`src/rtl/data_mem_ctrl.sv`:
```
// data_mem_ctrl: MEM-stage data-RAM sequencer (req/ack, lane steering, size/alignment check); done 2 cycles after accept +1 per wait cycle.
// Stalls the pipeline while an access is pending; `define DMC_TIMEOUT_EN adds a REQ timeout abort (error code 10).
module data_mem_ctrl #(
  parameter int TIMEOUT = 15
) (
  input  logic        clk,
  input  logic        rst_n,
  input  logic        mem_en_in,
  input  logic        r_w_in,
  input  logic [1:0]  size_in,
  input  logic [31:0] addr_in,
  input  logic [31:0] wdata_in,
  input  logic        ack_in,
  input  logic [31:0] rdata_in,
  output logic        req_out,
  output logic        we_out,
  output logic [3:0]  be_out,
  output logic [31:0] addr_out,
  output logic [31:0] wdata_out,
  output logic [31:0] rdata_out,
  output logic        stall_out,
  output logic        done_out,
  output logic        err_out,
  output logic [1:0]  err_code_out
);

  localparam logic [1:0] S_IDLE = 2'd0;
  localparam logic [1:0] S_REQ  = 2'd1;
  localparam logic [1:0] S_DONE = 2'd2;
  localparam logic [1:0] S_ERR  = 2'd3;

  logic [1:0] state, state_nxt;
  logic [1:0] lane_q;
  logic       byte_q;
  logic       size_legal, aligned, accept, is_byte;
  logic       timeout_hit;
  logic [7:0] rdata_lane;

  assign is_byte    = (size_in == 2'b00);
  assign size_legal = ~size_in[0];
  assign aligned    = is_byte | (addr_in[1:0] == 2'b00);
  assign accept     = mem_en_in & size_legal & aligned;

`ifdef DMC_TIMEOUT_EN
  localparam int CW = $clog2(TIMEOUT + 1);
  logic [CW-1:0] cnt;

  // Held at zero outside REQ, so every REQ entry starts from a cleared count.
  always_ff @(posedge clk or negedge rst_n) begin
    if (!rst_n) begin
      cnt <= '0;
    end else if (state != S_REQ) begin
      cnt <= '0;
    end else if (!ack_in) begin
      cnt <= cnt + 1'b1;
    end
  end

  assign timeout_hit = (state == S_REQ) & ~ack_in & (cnt == CW'(TIMEOUT - 1));
`else
  assign timeout_hit = 1'b0 && (TIMEOUT != 0);
`endif

  always_comb begin
    state_nxt = state;
    case (state)
      S_IDLE: if (mem_en_in) state_nxt = accept ? S_REQ : S_ERR;
      S_REQ: begin
        if (ack_in)           state_nxt = S_DONE;
        else if (timeout_hit) state_nxt = S_ERR;
      end
      S_DONE:  state_nxt = S_IDLE;
      S_ERR:   state_nxt = S_IDLE;
      default: state_nxt = S_IDLE;
    endcase
  end

  assign rdata_lane = 8'(rdata_in >> {lane_q, 3'b000});

  always_ff @(posedge clk or negedge rst_n) begin
    if (!rst_n) begin
      state        <= S_IDLE;
      we_out       <= 1'b0;
      be_out       <= 4'b0000;
      addr_out     <= 32'h0;
      wdata_out    <= 32'h0;
      rdata_out    <= 32'h0;
      err_code_out <= 2'b00;
      lane_q       <= 2'b00;
      byte_q       <= 1'b0;
    end else begin
      state <= state_nxt;
      if (state == S_IDLE && mem_en_in) begin
        if (!size_legal) begin
          err_code_out <= 2'b11;
        end else if (!aligned) begin
          err_code_out <= 2'b01;
        end else begin
          we_out    <= r_w_in;
          be_out    <= (r_w_in && is_byte) ? (4'b0001 << addr_in[1:0]) : 4'b1111;
          addr_out  <= {addr_in[31:2], 2'b00};
          wdata_out <= is_byte ? {4{wdata_in[7:0]}} : wdata_in;
          lane_q    <= addr_in[1:0];
          byte_q    <= is_byte;
        end
      end
      if (state == S_REQ && ack_in && !we_out) begin
        rdata_out <= byte_q ? {24'h0, rdata_lane} : rdata_in;
      end
      if (timeout_hit) begin
        err_code_out <= 2'b10;
      end
    end
  end

  assign req_out  = (state == S_REQ);
  assign done_out = (state == S_DONE);
  assign err_out  = (state == S_ERR);
  // Gated by rst_n so a held load/store cannot raise stall while reset is asserted.
  assign stall_out = rst_n & (((state == S_IDLE) & accept) | (state == S_REQ));

endmodule

```
`config.mk`:
```
export PLATFORM = sky130hd
export DESIGN_NAME = data_mem_ctrl
export DESIGN_NICKNAME = d
export VERILOG_FILES = /design/src/rtl/data_mem_ctrl.sv
export SDC_FILE = /design/constraint.sdc
export NUM_CORES = 1
export LEC_CHECK = 0
export CAP_MARGIN = 20
export CORE_AREA = 5 5 123 102
export CTS_CLUSTER_SIZE = 12
export DETAILED_ROUTE_END_ITERATION = 6
export DIE_AREA = 0 0 128 107
export GPL_ROUTABILITY_DRIVEN = 1
export PLACE_DENSITY = 0.8
export SLEW_MARGIN = 10
export SYNTH_ARGS = -nofsm -noshare
export SYNTH_HDL_FRONTEND = slang
export SYNTH_SLANG_ARGS = --single-unit
```
`constraint.sdc`:
```
create_clock -name clk -period 3 [get_ports clk]
set_input_delay 0.75 -clock clk [delete_from_list [all_inputs] [get_ports clk]]
set_output_delay 0.75 -clock clk [all_outputs]
set_load 0.01 [all_outputs]
```
==> results of run 1 <==
registers in the layout, summed over array words and instances (netlist names):
register,cells
err_code_out,2
wdata_out,32
lane_q,2
we_out,1
addr_out,30
state,2
rdata_out,32
byte_q,1
be_out,4
final cells by class:
type	count	area, um2	area share
repair buffers	219	2170	0.313
multi-input cells	258	1590	0.229
clock buffers	11	233	0.0336
well taps	148	185	0.0267
clock inverters	3	42.5	0.00614
flip-flops and latches	106	2650	0.383
inverters	16	60.1	0.00867
through the flow:
step	setup TNS, ns	hold slack [ns]
6_report	0	0.469
5_1_grt	0	0.492
4_1_cts	0	0.474
3_5_place_dp	-2.49	0.458
3_3_place_gp	-0.245	0.459
2_1_floorplan	0	0.454
cell usage in the layout, fill, tap and decap left out, types with 2 or more instances in the layout:
cell and count:
clkbuf_16 9, clkbuf_1 2, nor2b_1 2, o21ai_0 17, nand2_1 47, nor2_1 37
a21oi_1 56, clkdlybuf4s50_1 205, mux2_2 38, a2bb2oi_1 2, conb_1 2, o31ai_1 18
mux2_1 3, mux2i_1 2, o22ai_1 9, buf_4 12, dfrtp_1 106, o21a_1 2
a311oi_1 6, inv_1 16, and2_1 9, nand2b_1 2
logic make-up after synthesis:
family                 after synthesis  synth area share
AO/OA/AOI/OAI                      111             0.146
buffers and inverters               44            0.0489
flip-flops                         106             0.596
multiplexers                        43             0.108
other                                1          0.000843
AND/OR/NAND/NOR                    102            0.0996
critical path: stages:
cell,delay (ns)
clkdlybuf4s50_1,0.47
or3b_4,0.40
nor3_4,0.18
o21a_1,0.12
clkdlybuf4s15_1,0.23
metal layers:
| metal | track usage | vias to the layer above | share of wire | wire length [um] |
|---|---|---|---|---|
| met4 | 0.0538 | 0 | 0.016 | 215 |
| met1 | 0.225 | 1790 | 0.39 | 5110 |
| met3 | 0.0931 | 16 | 0.12 | 1620 |
| li1 | - | 1806 | - | - |
| met5 | 0 | - | 0 | 0 |
| met2 | 0.317 | 188 | 0.47 | 6190 |
worst paths after layout:
| kind | slack [ns] | cells after the start | end |
|---|---|---|---|
| setup / recovery | 0.09 | 5 | stall_out |
| hold / removal | 0.47 | 1 | err_code_out[0] |
| setup reg to reg | 0.73 | 5 | addr_out[17] |
| hold reg to reg | 0.47 | 1 | err_code_out[0] |
| max in group asynchronous | 1.28 | 3 | wdata_out[23] |
| min in group asynchronous | 0.52 | 2 | addr_out[27] |
report_power, final:
group	switching (uW)	total (uW)	internal, uW
registers	445	2570	2120
logic	1320	3120	1800
clock network	487	1120	637
total	2250	6810	4560
==> metrics, run 1 <==
Syn Area/Cell 10.9 um2; Seq cells post-synth approximately 110; Overall Global Routing Usage 0.193; DP HPWL roughly 10000 um; top cells by area, synth dfrtp_1 60%, mux2_2 9.6%, a21oi_1 6.3%; leakage power just under 0.003 uW; Final Util 0.618; antenna fix cells 0; clock skew between 0.006 and 0.007 ns; vias per cell approximately 5; placed cell count 747; Die Y 107 um; CP max FO 2; post-cts gate resize count 2; Worst Setup End Kind primary output; Arr. time, crit path 2.16 ns; routed via count 3800; total CTS buffers 9; Finished Layout Cells 761; first-pass GRT wire length 21000 um; number of routed nets with antenna violations 0; Die ar. 13700 um2; Post-Syn Instances about 410; Slew @ Worst Pin a little over 0.8 ns; CTS tree yes; Worst EP required 2.25 ns; PD cells just under 1000 nW/um2; worst setup path startpoint mem_en_in; Slew headroom 0.447; # hold bufs at CTS 0; DRC Markers 0; post-route minimum period 2.91 ns; final instance area approximately 7000 um2; GR Overflow Total 0; first drt pass iteration count 4; share of the clock period used by the worst path 0.971; status complete, no violations; final wirelength 13100 um; DIE WIDTH roughly 130 um; Clk pin slew, worst setup/hold paths roughly 0.070 ns; RSZ-0062 raised after global routing no; final setup vio count 0; Setup WS pre-CTS -0.247 ns; Max Root-Sink Buffers 2; share of layout cells above drive strength 1 0.108; # IOs 210; Sink Count between 100 and 150; Hold Crit Class flip-flop to flip-flop; DR WL/cell around 17 um; Hold Vio Cnt, Final 0; Cell Area, Synth roughly 4400 um2; most frequent cells after synthesis 106 x dfrtp_1, 56 x a21oi_1, 47 x nand2_1; row cnt 35; antenna violations before repair 0; H-tree depth 3; critical path startpoint category input pin; vias in the first global route 4057; largest area contributor in the netlist dfrtp_1; Layout area overhead 55.8%; reg2reg start state[1]; yosys warns 0; max_cap viols 0; WS Path Type input pin to primary output; asr flop ratio synth 1.00; achievable clock frequency ~340 MHz; Setup Buffers After CTS 0; Initial Utilization 0.397; routability congestion estimate around 0.85; Max rail drop VDD 620 uV; ys flop type dfrtp_1; setup ws final roughly 0.088 ns; Total Power 6810 uW; Post-synth EDFFs 0; initial drt markers 169; Nets roughly 710; most common cell in the netlist dfrtp_1; top cell type's share of synthesized area 0.596; Hold Startpoint err_code_out[0]; largest net degree at the start of global routing 68; Seq/Total Area, Yosys 0.596; Synth cell types 28; fillers a little under 900; Slew Limit Fails 0; IO buf count 207; clock insertion delay at the later pin of the skew report between 0.3 and 0.4 ns; Area after DPL 6650 um2; clock root cell clkbuf_16; CORE AREA about 11000 um2
(Power assumes the default switching activity.)
==> run 2, diff against run 1 <==
--- a/config.mk
+++ b/config.mk
@@ -16,3 +16,4 @@
 export SYNTH_ARGS = -nofsm -noshare
 export SYNTH_HDL_FRONTEND = slang
 export SYNTH_SLANG_ARGS = --single-unit
+export TNS_END_PERCENT = 50
==> results of run 2 <==
Same layout as run 1: the final DEF is identical, and so are final timing and power.
==> run 3, diff against run 2 <==
--- a/config.mk
+++ b/config.mk
@@ -7,6 +7,7 @@
 export LEC_CHECK = 0
 export CAP_MARGIN = 20
 export CORE_AREA = 5 5 123 102
+export CTS_BUF_LIST = sky130_fd_sc_hd__clkbuf_16
 export CTS_CLUSTER_SIZE = 12
 export DETAILED_ROUTE_END_ITERATION = 6
 export DIE_AREA = 0 0 128 107
==> run 3 against run 2 <==
  * Non-clock buffer count stayed put
  * Sequential share of layout area is the same
  * Register-to-register slack about the same
  * Core utilization unchanged
  * Combinational power hardly changed
  * Power decreased by 0.13%
  * Die area unchanged
  * Clock power barely moved
  * Sequential power about the same
  * Critical path type unchanged
  * Largest cell class unchanged
==> metrics, run 3 (synthesis results as in run 1) <==
CP bufs+invs 2; clock root cell clkbuf_16; slowest stage delay, CP 0.47 ns; DP HPWL roughly 10000 um; Layout area overhead 55.8%; routed via count around 3800; Hold Path Sink err_code_out[0]; commonest non-fill, non-tap cells in the layout 205 x clkdlybuf4s50_1, 106 x dfrtp_1, 56 x a21oi_1; share of the clock period used by the worst path 0.971; initial drt markers approximately 170; vias in the first global route slightly above 4000; Arr. time, crit path 2.16 ns; Max rail drop VDD 621 uV; largest net degree at the start of global routing between 60 and 70; IO buf count 207; Die ar. ~14000 um2; status complete, no violations; Worst EP required around 2.3 ns; GR Overflow Total 0; total CTS buffers 9; Max Root-Sink Buffers 2; leakage power between 0.002 and 0.003 uW; clock skew slightly above 0.005 ns; Nets 713; FF-to-FF setup slack between 0.7 and 0.8 ns; CORE AREA 11200 um2; area used by multi-input combinational logic 1590 um2; # IOs 210; Slew headroom 0.444; placed cell count approximately 750; DRC Markers 0; H-tree depth 3; WS Path Type input pin to primary output; Sink Count 106; worst r2r path cells 5; Hold Crit Class flip-flop to flip-flop; register area about 2700 um2; vias per cell roughly 5.0; worst hold slack about 0.47 ns; commonest non-fill, non-tap cell in the layout clkdlybuf4s50_1; antenna violations before repair 0; Slew @ Worst Pin around 0.83 ns; clock insertion delay at the later pin of the skew report 0.34 ns; Top delay family on crit path buffers and inverters; routability congestion estimate ~0.85; Hold Startpoint err_code_out[0]; CTS tree yes; max_cap viols 0; Hold Vio Cnt, Final 0; Final Util 0.618; Overall Global Routing Usage 0.193; fillers 891; # hold bufs at CTS 0; Finished Layout Cells roughly 760; PD cells approximately 980 nW/um2; row cnt 35; first drt pass iteration count 4; critical path startpoint category input pin; Worst Setup End Kind primary output; final setup vio count 0; Area after DPL around 6700 um2; final instance area about 7000 um2; Initial Utilization 0.397; crit path max-delay cell type clkdlybuf4s50_1; final wirelength about 13000 um; Hold Path Cell Cnt 1; RSZ-0062 raised after global routing no; R2R Path End addr_out[17]; post-route minimum period between 2 and 3 ns; Setup Buffers After CTS 0; antenna fix cells 0; share of layout cells above drive strength 1 0.108; DR WL/cell about 17 um; DIE WIDTH between 100 and 150 um; Clk pin slew, worst setup/hold paths roughly 0.07 ns; number of routed nets with antenna violations 0; CP max FO 2; biggest registers after layout rdata_out: 32 flops, wdata_out: 32 flops, addr_out: 30 flops; Die Y between 100 and 150 um; critical path cell sequence clkdlybuf4s50_1, or3b_4, nor3_4, o21a_1, clkdlybuf4s15_1; achievable clock frequency between 300 and 400 MHz; reg2reg start state[1]; first-pass GRT wire length 21000 um; Slew Limit Fails 0
-- run 3: worst register-to-register path: cells and delay by family (launching register included) --
family / cells / cell delay [ns]
buf+inv: 2 / 0.71
flops: 1 / 0.41
simple gates: 2 / 0.61
mux: 1 / 0.42
-- run 3: layout make-up --
type                            count  area share
Clock buffer                        9      0.0325
Clock inverter                      5     0.00722
Inverter                           16     0.00867
Multi-Input combinational cell    258       0.229
Sequential cell                   106       0.383
Tap cell                          148      0.0267
Timing Repair Buffer              219       0.313
-- run 3: worst max-delay path by stage --
stage | from | endpoint | slack (ns) | cells after the start
final | mem_en_in | stall_out | 0.09 | 5
after global routing | mem_en_in | stall_out | 0.01 | 5
after CTS | mem_en_in | stall_out | 0.05 | 5
after detailed placement | mem_en_in | stall_out | -0.25 | 5
after global placement | mem_en_in | stall_out | -0.21 | 5
after floorplan | mem_en_in | stall_out | 0.33 | 4
-- run 3: repair_timing --
item | 4_1_cts | 5_1_grt
pin swaps | 0 | 0
gates cloned | 0 | 0
endpoints found under the setup margin | 1 | 1
gates resized for setup | 2 | 1
-- run 3: per-stage QoR --
step	TNS, ns	setup slack, ns	total power (uW)
after floorplan	0	0.334	3840
after global routing	0	0.0113	7260
after CTS	0	0.0512	6900
after global placement	-0.245	-0.210	5640
final	0	0.0876	6800
after detailed placement	-2.49	-0.247	5740
-- run 3: power by group --
part	leakage [uW]	total (uW)	internal (uW)	switching (uW)
clock network	0.000140	1120	630	486
logic	0.00151	3120	1800	1320
registers	0.00127	2570	2120	444
total	0.00292	6800	4550	2250
-- run 3: per-layer routing --
metal | wire length [um] | part of all wire | up-vias | GRT usage
met1 | 5080 | 0.39 | 1782 | 0.225
met2 | 6170 | 0.47 | 189 | 0.317
li1 | - | - | 1805 | -
met3 | 1670 | 0.13 | 16 | 0.0931
met4 | 215 | 0.016 | 0 | 0.0538
met5 | 0 | 0 | - | 0
